$ cat src/rtl/dpu_regmap_pkg.sv
// Shared definitions for the DPU register map slave: register offsets,
// fixed read values, error counter width and the decoded-address type.
package dpu_regmap_pkg;

  localparam int unsigned OFS_ID         = 'h000;
  localparam int unsigned OFS_INT_STATUS = 'h004;
  localparam int unsigned OFS_INT_ENABLE = 'h008;
  localparam int unsigned OFS_INT_RAW    = 'h00C;
  localparam int unsigned OFS_SCRATCH    = 'h010;
  localparam int unsigned OFS_ERR_CNT    = 'h014;
  localparam int unsigned OFS_CFG_BASE   = 'h040;
  localparam int unsigned OFS_STAT_BASE  = 'h080;

  localparam logic [31:0] DPU_ID_VAL       = 32'h4850_5501;
  localparam logic [31:0] DPU_UNMAPPED_VAL = 32'hDEAD_BEEF;

  localparam int ERR_CNT_W = 16;
  localparam int INTR_W    = 8;

  // Register selected by a decoded address; SEL_NONE marks an unmapped access
  typedef enum logic [3:0] {
    SEL_NONE,
    SEL_ID,
    SEL_INT_STATUS,
    SEL_INT_ENABLE,
    SEL_INT_RAW,
    SEL_SCRATCH,
    SEL_ERR_CNT,
    SEL_CFG,
    SEL_STAT
  } reg_sel_e;

  typedef struct packed {
    reg_sel_e   sel;
    logic [7:0] idx;   // word index inside the CFG or STAT bank
  } reg_dec_t;

endpackage

$ cat src/rtl/dpu_regmap_intc.sv
// Interrupt block: rising-edge detection on DPU events, write-1-to-clear
// status, enable mask and the registered interrupt lines to the CPU.
module dpu_regmap_intc
  import dpu_regmap_pkg::*;
(
  input  logic              clk,
  input  logic              resetn,
  input  logic [INTR_W-1:0] evt,
  input  logic              clr_we,
  input  logic [INTR_W-1:0] clr_mask,
  input  logic              en_we,
  input  logic [INTR_W-1:0] en_data,
  output logic [INTR_W-1:0] status,
  output logic [INTR_W-1:0] enable,
  output logic [INTR_W-1:0] intr
);

  logic [INTR_W-1:0] evt_prev_q;
  logic              armed_q;
  logic [INTR_W-1:0] status_q;
  logic [INTR_W-1:0] enable_q;
  logic [INTR_W-1:0] intr_q;
  logic [INTR_W-1:0] rise;
  logic [INTR_W-1:0] clr;

  // The first cycle after reset only records the event levels, so a line
  // that is already high when reset releases is not mistaken for an edge.
  assign rise = evt & ~evt_prev_q & {INTR_W{armed_q}};
  assign clr  = clr_we ? clr_mask : '0;

  // Edge history, sticky status (set beats clear), enable mask, output lines
  always_ff @(posedge clk) begin
    if (!resetn) begin
      evt_prev_q <= '0;
      armed_q    <= 1'b0;
      status_q   <= '0;
      enable_q   <= '0;
      intr_q     <= '0;
    end else begin
      evt_prev_q <= evt;
      armed_q    <= 1'b1;
      status_q   <= (status_q & ~clr) | rise;
      if (en_we) enable_q <= en_data;
      intr_q     <= status_q & enable_q;
    end
  end

  assign status = status_q;
  assign enable = enable_q;
  assign intr   = intr_q;

endmodule

$ cat src/rtl/dpu_regmap_slave.sv
// CPU-facing register map of the DPU: ID, interrupt registers, scratch,
// access-error counter, RW config bank and RO status bank. Reads return
// data one cycle after the strobe; writes take effect on the next cycle.
module dpu_regmap_slave
  import dpu_regmap_pkg::*;
#(
  parameter int DPU_REG_ADDR_WTH = 13,
  parameter int DPU_REG_DATA_WTH = 32,
  parameter int NUM_CFG          = 16,
  parameter int NUM_STAT         = 16
) (
  input  logic                        clk,
  input  logic                        resetn,
  input  logic [DPU_REG_ADDR_WTH-1:0] riscv_regmap__waddr_i,
  input  logic                        riscv_regmap__we_i,
  input  logic [DPU_REG_DATA_WTH-1:0] riscv_regmap__wdata_i,
  input  logic [DPU_REG_ADDR_WTH-1:0] riscv_regmap__raddr_i,
  input  logic                        riscv_regmap__re_i,
  output logic [DPU_REG_DATA_WTH-1:0] riscv_regmap__rdata_o,
  output logic                        riscv_regmap__rdata_act_o,
  output logic [7:0]                  riscv_regmap__intr_o,
  input  logic [7:0]                  dpu_evt_i,
  input  logic [NUM_STAT*32-1:0]      stat_i,
  output logic [NUM_CFG*32-1:0]       cfg_o
);

  localparam int DW = DPU_REG_DATA_WTH;

  logic [DW-1:0]        scratch_q;
  logic [DW-1:0]        cfg_q [NUM_CFG];
  logic [ERR_CNT_W-1:0] err_cnt_q;
  logic [DW-1:0]        rd_data_p1;
  logic                 vld_p1;
  logic [DW-1:0]        rd_mux;
  reg_dec_t             rdec;
  reg_dec_t             wdec;
  logic                 rd_err;
  logic                 wr_err;
  logic [1:0]           err_inc;
  logic [INTR_W-1:0]    int_status;
  logic [INTR_W-1:0]    int_enable;

  // Word-granular decode; the two byte-lane bits never take part
  function automatic reg_dec_t decode(input logic [DPU_REG_ADDR_WTH-1:0] addr);
    int unsigned w;
    reg_dec_t    d;
    w     = 32'(addr[DPU_REG_ADDR_WTH-1:2]);
    d.sel = SEL_NONE;
    d.idx = '0;
    if (w == (OFS_ID >> 2))              d.sel = SEL_ID;
    else if (w == (OFS_INT_STATUS >> 2)) d.sel = SEL_INT_STATUS;
    else if (w == (OFS_INT_ENABLE >> 2)) d.sel = SEL_INT_ENABLE;
    else if (w == (OFS_INT_RAW >> 2))    d.sel = SEL_INT_RAW;
    else if (w == (OFS_SCRATCH >> 2))    d.sel = SEL_SCRATCH;
    else if (w == (OFS_ERR_CNT >> 2))    d.sel = SEL_ERR_CNT;
    else if (w >= (OFS_CFG_BASE >> 2) &&
             w <  (OFS_CFG_BASE >> 2) + int'(unsigned'(NUM_CFG))) begin
      d.sel = SEL_CFG;
      d.idx = 8'(w - (OFS_CFG_BASE >> 2));
    end else if (w >= (OFS_STAT_BASE >> 2) &&
                 w <  (OFS_STAT_BASE >> 2) + int'(unsigned'(NUM_STAT))) begin
      d.sel = SEL_STAT;
      d.idx = 8'(w - (OFS_STAT_BASE >> 2));
    end
    return d;
  endfunction

  // Error counter add that sticks at all-ones instead of wrapping
  function automatic logic [ERR_CNT_W-1:0] err_sat_add(input logic [ERR_CNT_W-1:0] cnt,
                                                       input logic [1:0]           inc);
    logic [ERR_CNT_W:0] sum;
    sum = {1'b0, cnt} + (ERR_CNT_W + 1)'(inc);
    return sum[ERR_CNT_W] ? '1 : sum[ERR_CNT_W-1:0];
  endfunction

  assign rdec    = decode(riscv_regmap__raddr_i);
  assign wdec    = decode(riscv_regmap__waddr_i);
  assign rd_err  = riscv_regmap__re_i && (rdec.sel == SEL_NONE);
  assign wr_err  = riscv_regmap__we_i && (wdec.sel == SEL_NONE);
  assign err_inc = {1'b0, rd_err} + {1'b0, wr_err};

  // Read multiplexer over the current (pre-write) register contents
  always_comb begin
    rd_mux = DW'(DPU_UNMAPPED_VAL);
    case (rdec.sel)
      SEL_ID:         rd_mux = DW'(DPU_ID_VAL);
      SEL_INT_STATUS: rd_mux = DW'(int_status);
      SEL_INT_ENABLE: rd_mux = DW'(int_enable);
      SEL_INT_RAW:    rd_mux = DW'(dpu_evt_i);
      SEL_SCRATCH:    rd_mux = scratch_q;
      SEL_ERR_CNT:    rd_mux = DW'(err_cnt_q);
      SEL_CFG: begin
        for (int k = 0; k < NUM_CFG; k++)
          if (int'(rdec.idx) == k) rd_mux = cfg_q[k];
      end
      SEL_STAT: begin
        for (int k = 0; k < NUM_STAT; k++)
          if (int'(rdec.idx) == k) rd_mux = DW'(stat_i[k*32 +: 32]);
      end
      default: ;
    endcase
  end

  // Read response stage: one valid pulse per strobe, data held between reads
  always_ff @(posedge clk) begin
    if (!resetn) begin
      vld_p1     <= 1'b0;
      rd_data_p1 <= '0;
    end else begin
      vld_p1 <= riscv_regmap__re_i;
      if (riscv_regmap__re_i) rd_data_p1 <= rd_mux;
    end
  end

  // Writable registers and the access-error counter
  always_ff @(posedge clk) begin
    if (!resetn) begin
      scratch_q <= '0;
      err_cnt_q <= '0;
      for (int k = 0; k < NUM_CFG; k++) cfg_q[k] <= '0;
    end else begin
      if (riscv_regmap__we_i && wdec.sel == SEL_SCRATCH) scratch_q <= riscv_regmap__wdata_i;
      for (int k = 0; k < NUM_CFG; k++)
        if (riscv_regmap__we_i && wdec.sel == SEL_CFG && int'(wdec.idx) == k)
          cfg_q[k] <= riscv_regmap__wdata_i;
      err_cnt_q <= err_sat_add(err_cnt_q, err_inc);
    end
  end

  dpu_regmap_intc u_intc (
    .clk      (clk),
    .resetn   (resetn),
    .evt      (dpu_evt_i),
    .clr_we   (riscv_regmap__we_i && wdec.sel == SEL_INT_STATUS),
    .clr_mask (riscv_regmap__wdata_i[INTR_W-1:0]),
    .en_we    (riscv_regmap__we_i && wdec.sel == SEL_INT_ENABLE),
    .en_data  (riscv_regmap__wdata_i[INTR_W-1:0]),
    .status   (int_status),
    .enable   (int_enable),
    .intr     (riscv_regmap__intr_o)
  );

  for (genvar k = 0; k < NUM_CFG; k++) begin : g_cfg_out
    assign cfg_o[k*32 +: 32] = 32'(cfg_q[k]);
  end

  assign riscv_regmap__rdata_o     = rd_data_p1;
  assign riscv_regmap__rdata_act_o = vld_p1;

endmodule

$ cat config.mk
export PLATFORM = sky130hd
export DESIGN_NAME = dpu_regmap_slave
export DESIGN_NICKNAME = d
export VERILOG_FILES = /design/src/rtl/dpu_regmap_pkg.sv /design/src/rtl/dpu_regmap_intc.sv /design/src/rtl/dpu_regmap_slave.sv
export SDC_FILE = /design/constraint.sdc
export NUM_CORES = 1
export LEC_CHECK = 0
export BUFFER_PORTS_ARGS = -buffer_cell sky130_fd_sc_hd__buf_2
export CAP_MARGIN = 20
export CORE_AREA = 5 5 442 444
export CTS_BUF_LIST = sky130_fd_sc_hd__clkbuf_8
export DETAILED_ROUTE_END_ITERATION = 6
export DIE_AREA = 0 0 447 449
export HOLD_SLACK_MARGIN = 0.03
export PLACE_DENSITY_LB_ADDON = 0.1
export SLEW_MARGIN = 20
export SYNTH_ARGS = -nofsm -noshare
export SYNTH_HDL_FRONTEND = slang
export SYNTH_HIERARCHICAL = 1
export SYNTH_SLANG_ARGS = --single-unit
$ cat constraint.sdc
create_clock -name clk -period 14.39 [get_ports clk]
set_input_delay 1.439 -clock clk [delete_from_list [all_inputs] [get_ports clk]]
set_output_delay 1.439 -clock clk [all_outputs]
set_load 0.02 [all_outputs]
# Yosys cells after proc, flatten, opt, wreduce, memory -nomap -nowiden
# Memory sizes are Yosys's and may differ from the RTL's.
# Cells that the tools add are included.
[word_totals]
reg_bits = 114
ramBits = 512
in_bits = 582
out_inout_bits = 553
wordCells = 260
memories = 1
[op_classes]
addsub = 6
magnitude_cmp = 8
n_eq_ne = 52
muxes = 129
bitwise_logic = 23
reduce_logical = 32
[memory_table]
columns = ["name", "words", "width", "read_ports", "rd_ports_with_merged_regs", "write_ports", "line_no", "source"]
rows = [
  ["cfg_q", 16, 32, 16, 0, 16, "dpu_regmap_slave.sv:30", "logic [DW-1:0] cfg_q [NUM_CFG];"],
]
[ops]
columns = ["cell", "n"]
rows = [
  ["2-to-1 mux 32 bit", 48],
  ["one-hot mux 32 bit (8 select lines)", 1],
  ["== test 8 x 5 -> 1 bit, second input constant", 16],
  ["2-to-1 mux 8 bit", 13],
  ["== test 8 x 4 -> 1 bit, second input constant", 8],
  ["2-to-1 mux 1 bit", 50],
  ["2-to-1 mux 12 bit", 4],
  ["2-to-1 mux 4 bit", 12],
  ["== test 11 x 2 -> 1 bit, second input constant", 4],
  ["== test 11 x 3 -> 1 bit, second input constant", 4],
  ["less-than comparator 11 x 6 -> 1 bit, second input constant", 4],
  ["bitwise AND 8 bit", 4],
  ["== test 8 x 3 -> 1 bit, second input constant", 4],
  ["logical AND 1 bit", 26],
  ["== test 4 x 3 -> 1 bit, second input constant", 6],
  ["== test 11 x 1 -> 1 bit, second input constant", 2],
  ["greater-or-equal comparator 11 x 5 -> 1 bit, second input constant", 2],
  ["greater-or-equal comparator 11 x 6 -> 1 bit, second input constant", 2],
  ["zero test 11 bit", 2],
  ["adder 16 x 2 -> 17 bit", 1],
  ["== test 4 x 2 -> 1 bit, second input constant", 4],
  ["== test 8 x 2 -> 1 bit, second input constant", 2],
  ["zero test 8 bit", 2],
  ["2-to-1 mux 16 bit", 1],
  ["other kinds (9)", 28],
]

# Depth between registers and ports, before layout
[depth]
depth_word = 28
ltp_mapped = 20
depth_no_buf = 17

# Hierarchy
# Netlist, hierarchy kept.
[by_module_without_submodules]
columns = ["module", "instances", "cells_each", "area_each_um2", "seq_area_each_um2"]
rows = [
  ["dpu_regmap_slave", 1, 2998, 30083.9, 16996.3],
  ["dpu_regmap_intc", 1, 94, 1099.8, 660.6],
]

# Least setup slack after synthesis
# OpenSTA, ideal clock, no wires.
[synth_timing]
path_kind = "input-to-reg"
from = "in riscv_regmap__waddr_i[3]"
to = "mem cfg_q[1][160] in the netlist's numbering (enable)"
setup_time_ps = 470
t_arrival_ps = 5123
t_required_ps = 13920
slack_ps = 8797
path_stages = 7
path_buffers = 1
path_cell_list = "clkbuf_1 -> nor4_1 -> a32oi_1 -> nor2_1 -> o21bai_1 -> nand3_1 -> o31ai_1"
[synth_lines]
columns = ["element", "line_no", "source"]
rows = [
  ["from (decl)", "dpu_regmap_slave.sv:14", "input logic [DPU_REG_ADDR_WTH-1:0] riscv_regmap__waddr_i,"],
  ["to (decl)", "dpu_regmap_slave.sv:30", ""],
]

# Final worst setup path
[layout_timing]
from = "in riscv_regmap__raddr_i[2]"
to = "reg rd_data_p1[8] (netlist: riscv_regmap__rdata_o[8])"
[layout_between]
elab_chain_len = 28
word_cells_on_any_way = 85
classes_between = "add/sub: 2; order compare: 4; eq/ne: 28; mux: 47; reduce/logical: 4"
[layout_lines]
columns = ["element", "line_no", "source"]
rows = [
  ["from (decl)", "dpu_regmap_slave.sv:17", "input logic [DPU_REG_ADDR_WTH-1:0] riscv_regmap__raddr_i,"],
  ["greater-or-equal comparator 11 x 6 -> 1 bit or less-than comparator 11 x 6 -> 1 bit (tied branches)", "dpu_regmap_slave.sv:60, dpu_regmap_slave.sv:61", ""],
  ["logical AND 1 bit", "dpu_regmap_slave.sv:60", "end else if (w >= (OFS_STAT_BASE >> 2) &&"],
  ["2-to-1 mux 12 bit", "dpu_regmap_slave.sv:60", ""],
  ["2-to-1 mux 12 bit", "dpu_regmap_slave.sv:56", "else if (w >= (OFS_CFG_BASE >> 2) &&"],
  ["2-to-1 mux 8 bit", "dpu_regmap_slave.sv:55", "else if (w == (OFS_ERR_CNT >> 2)) d.sel = SEL_ERR_CNT;"],
  ["2-to-1 mux 8 bit", "dpu_regmap_slave.sv:54", "else if (w == (OFS_SCRATCH >> 2)) d.sel = SEL_SCRATCH;"],
  ["2-to-1 mux 8 bit", "dpu_regmap_slave.sv:53", "else if (w == (OFS_INT_RAW >> 2)) d.sel = SEL_INT_RAW;"],
  ["2-to-1 mux 8 bit", "dpu_regmap_slave.sv:52", "else if (w == (OFS_INT_ENABLE >> 2)) d.sel = SEL_INT_ENABLE;"],
  ["2-to-1 mux 8 bit", "dpu_regmap_slave.sv:51", "else if (w == (OFS_INT_STATUS >> 2)) d.sel = SEL_INT_STATUS;"],
  ["2-to-1 mux 8 bit", "dpu_regmap_slave.sv:50", "if (w == (OFS_ID >> 2)) d.sel = SEL_ID;"],
  ["zero test 8 bit", "dpu_regmap_slave.sv:94, dpu_regmap_slave.sv:98", ""],
  ["2-to-1 mux 32 bit, on equally long branches (16 in series)", "dpu_regmap_slave.sv:98, dpu_regmap_slave.sv:94", ""],
  ["one-hot mux 32 bit (8 select lines) *", "dpu_regmap_slave.sv:85", "case (rdec.sel)"],
  ["to (signal assigned)", "dpu_regmap_slave.sv:111", "if (riscv_regmap__re_i) rd_data_p1 <= rd_mux;"],
  ["to (decl)", "dpu_regmap_slave.sv:32", "logic [DW-1:0] rd_data_p1;"],
]
# Mark *: on every way between the ends. The rest lies on a longest branch, timed or not.
# A chain may end at the register's enable or synchronous reset.

==> impl_metrics.csv <==
group,metric,value,unit
routing,top_layer,"met5",
synthesis,netlist.area_leader.share,49.3,%
grt,grt.overflow.total,0,
die,dieWidth,447,um
grt,antenna_found_initial,147,
routing,vias,36311,
clock_network,cts.clk_slew.worst_paths,0.07,ns
clock_network,cts_tree,"done",
routing,wl_met2,155000,um
pwr,p_leak,0.0169,uW
critical_path,critPathArrivalTime,7.32,ns
die,pin_count,1135,
timing,maxSlewHeadroom,15.6,%
critical_path,reg2regPathDepth,7,
routing,met3_length,25600,um
clock_network,clock_sinks,626,
timing,drv_slew,0,
synthesis,synth_top_cell_by_area,"edfxtp_1",
timing,fin_crit_sh,45.3,%
synthesis,ys_seq_area_share,56.6,%
timing,hold_viol,0,
pwr,seqPwrFrac,44.3,%
die,die_area,201000,um2
critical_path,worstSetupPathType,"primary input to flop",
pwr,p_sw,1630,uW
grt,grt_pass1_vias,34568,
layout,drive_gt1_share,36.6,%
synthesis,avgSynthCellArea,10.1,um2
layout,area_growth,39.9,%
grt,grt_first_pass_wirelength,416000,um
grt,grt_max_degree,49,
layout,fin_nets,4894,
critical_path,reg2reg_to,"riscv_regmap__rdata_o[19]$_SDFFE_PN0P_",
die,row_count,161,
critical_path,path_max_fanout,26,
critical_path,regToRegSetupSlack,11.71,ns
placement,hpwl,259000,um
synthesis,netlist_area,31200,um2
clock_network,cts_buffers,132,
clock_network,clockBufferDepth,3,
timing,period_needed,6.52,ns
routing,wirelength_met1,136000,um
timing,setup_viol,0,
routing,detail-route-antenna-nets,0,
pwr,vdd_drop_max,49.8,uV
run_status,status,"finished clean",
clock_network,root_buffer,"clkbuf_8",
die,fp.dieH,449,um
routing,routedWlPerCell,48.3,um
placement,finalWeightedCongestion,0.938,
timing,skew,0.0787,ns
placement,portBuffers,1130,
critical_path,crit_required,15.19,ns
clock_network,clk-insertion-delay-late,0.95,ns
pwr,internal_power,3220,uW
timing,rsz0062_at_grt,"no",
synthesis,synth_top_flop_cell,"edfxtp_1",
clock_network,htree_levels,4,
routing,wirelength,338000,um
worst_hold_path,worstHoldEndpoint,"scratch_q[2]$_SDFFE_PN0P_",
routing,drt_pass1_iterations,6,
worst_hold_path,min_path_type,"flop to flop",
pwr,pwr-share-clk,40.9,%
worst_hold_path,hold-path-cell-count,2,
synthesis,synth_nets,3689,
pwr,p_total,4850,uW
routing,drcViolationCount,0,
worst_hold_path,hp-start,"scratch_q[2]$_SDFFE_PN0P_",
synthesis,yosysWarnings,6,
run,maxCapViolCount,0,
timing,fmax,0.153,GHz
die,coreArea,191000,um2
critical_path,reg2reg_from,"cfg_q[0][211]$_SDFFCE_PN0P_",
clock_network,ctsResizeCount,0,
pwr,share_comb_of_total_power,14.8,%
critical_path,start_kind,"primary input",
clock_network,cts_hold_buf,0,
die,start_util,16.3,%
critical_path,end_kind,"flop",
timing,tns,0,ns
synthesis,synth_cells,3092,
synthesis,synth.distinct_cells,94,
grt,track_usage,32.3,%
synthesis,synth-edff-count,512,
synthesis,ys_ff_latch,626,
timing,worst_pin_slew,1.26,ns
synthesis,ys_top_cells_by_area,"edfxtp_1 49%, dfxtp_1 7.3%, nor2_1 6.0%, nand2_1 3.9%, a21oi_1 2.9%",
synthesis,async_flop_share,0,%
pwr,p_sw_share,33.7,%
routing,viasPerCell,5.19,
clock_network,post-cts-setup-buffer-count,0,
pwr,p_per_area,111,nW/um2
routing,drt_iter0_drc,4740,
-- cell type report --
type	count	area [um2]
repair buffers	1304	6990
flip-flops and latches	626	17700
diodes	66	165
clock buffers	138	1900
fillers	21071	148000
multi-input cells	2172	12900
inverters	61	229
clock inverters	99	613
well taps	2526	3160
-- layer usage --
metal / up-vias / track usage (%)
met5: - / 0
li1: 14298 / -
met1: 19059 / 40.1
met4: 74 / 16.7
met2: 2288 / 51.9
met3: 592 / 7.80
-- state kept, by name (all words and copies together), names as in the netlist --
register	cells
u_intc/enable	8
cfg_q	512
u_intc/evt_prev_q	8
u_intc/intr	8
riscv_regmap__rdata_act_o	1
u_intc/armed_q	1
scratch_q	32
riscv_regmap__rdata_o	32
u_intc/status	8
err_cnt_q	16
-- worst max-delay path: stages --
cell	delay, ns
buf_2	0.39
buf_4	0.52
inv_1	0.23
buf_4	0.29
a31oi_4	0.17
buf_4	0.51
nor2_1	0.34
nor2_2	0.81
nor3_2	0.05
buf_4	0.37
a222oi_1	0.62
buf_4	0.27
nand4_1	0.50
o21ai_0	0.54
o211ai_1	0.14
-- cell families (layout without fill, tap and decap cells) --
kind of cell               Yosys count  in the layout  share of synthesized area (%)
buffers and inverters              294           1602                           3.86
other                                0             66                              0
AOI/OAI and AO/OA                  940            940                           20.8
muxes                               26             26                          0.847
xor gates and xnor gates            16             16                          0.449
DFF                                626            626                           56.6
and+or+nand+nor                   1175           1175                           16.8
adders and majority gates           15             15                          0.626
-- how the worst max path moves through the flow --
| stage | start | end | slack, ns |
|---|---|---|---|
| 2_1_floorplan | riscv_regmap__waddr_i[3] | cfg_q[1][160]$_DFFE_PP_ | 8.80 |
| 3_3_place_gp | riscv_regmap__raddr_i[2] | riscv_regmap__rdata_o[8]$_SDFFE_PN0P_ | 7.04 |
| 3_5_place_dp | riscv_regmap__raddr_i[2] | riscv_regmap__rdata_o[8]$_SDFFE_PN0P_ | 6.96 |
| 4_1_cts | riscv_regmap__raddr_i[2] | riscv_regmap__rdata_o[8]$_SDFFE_PN0P_ | 8.00 |
| 5_1_grt | riscv_regmap__raddr_i[2] | riscv_regmap__rdata_o[8]$_SDFFE_PN0P_ | 7.94 |
| 6_report | riscv_regmap__raddr_i[2] | riscv_regmap__rdata_o[8]$_SDFFE_PN0P_ | 7.87 |
-- power groups by stage --
stage               registers (uW)  logic (uW)  clock network, uW
global route                  2150         723               2080
global placement              2180         718                  0
finish                        2150         718               1980
CTS                           2140         717               2010
detailed placement            2180         715                  0
floorplan                     2280         126                  0
-- synth_stat cells (7+ instances only) --
library cell  number
o211ai_1          41
inv_1             61
dfxtp_1          114
a2111oi_0         11
o2111ai_1         14
or4_1              8
buf_1              7
buf_2             42
o31ai_1            8
a221oi_1          39
nand4_1           24
nand2_1          321
ha_1              14
edfxtp_1         512
a211oi_1          29
clkbuf_1         175
a221o_1           27
nand3_1           81
o221ai_1          38
a32o_1            10
nor2_1           495
a22o_1            27
nor3_1           101
nor4_1            14
nor2b_1           20
o21ai_1            9
o21a_1            12
and2_1            12
xnor2_1            9
a222oi_1          23
o22a_1            15
a21oi_1          180
a31oi_1           23
o32ai_1           11
a22oi_1           46
mux2i_1           23
or3_1             19
xor2_1             7
o22ai_1          127
and3_1            34
a21o_1            12
o21ai_0          172
-- layout by cell type (no fill, tap or decap), drive strengths merged, types with 47 or more instances in the layout --
master and count:
o21ai 184, nand2 322, nand3 82, nor3 106, a21oi 181, dfxtp 114
edfxtp 512, inv 125, a22oi 47, o22ai 128, diode 66, clkbuf 138
nor2 498, buf 1304
-- stage by stage --
step / worst slack, ns / hold WS (ns) / area (um2) / util [%] / cells
after floorplan: 8.80 / 0.436 / 31200 / - / 3092
after global placement: 7.04 / 0.444 / 40900 / 21.4 / 6686
after detailed placement: 6.96 / 0.448 / 40900 / 21.4 / 6688
after CTS: 8.00 / 0.456 / 43400 / 22.7 / 6925
after global routing: 7.94 / 0.480 / 43500 / 22.8 / 6950
final: 7.87 / 0.456 / 43600 / 22.8 / 6992
No activity file was read; power rests on OpenSTA's default activity.
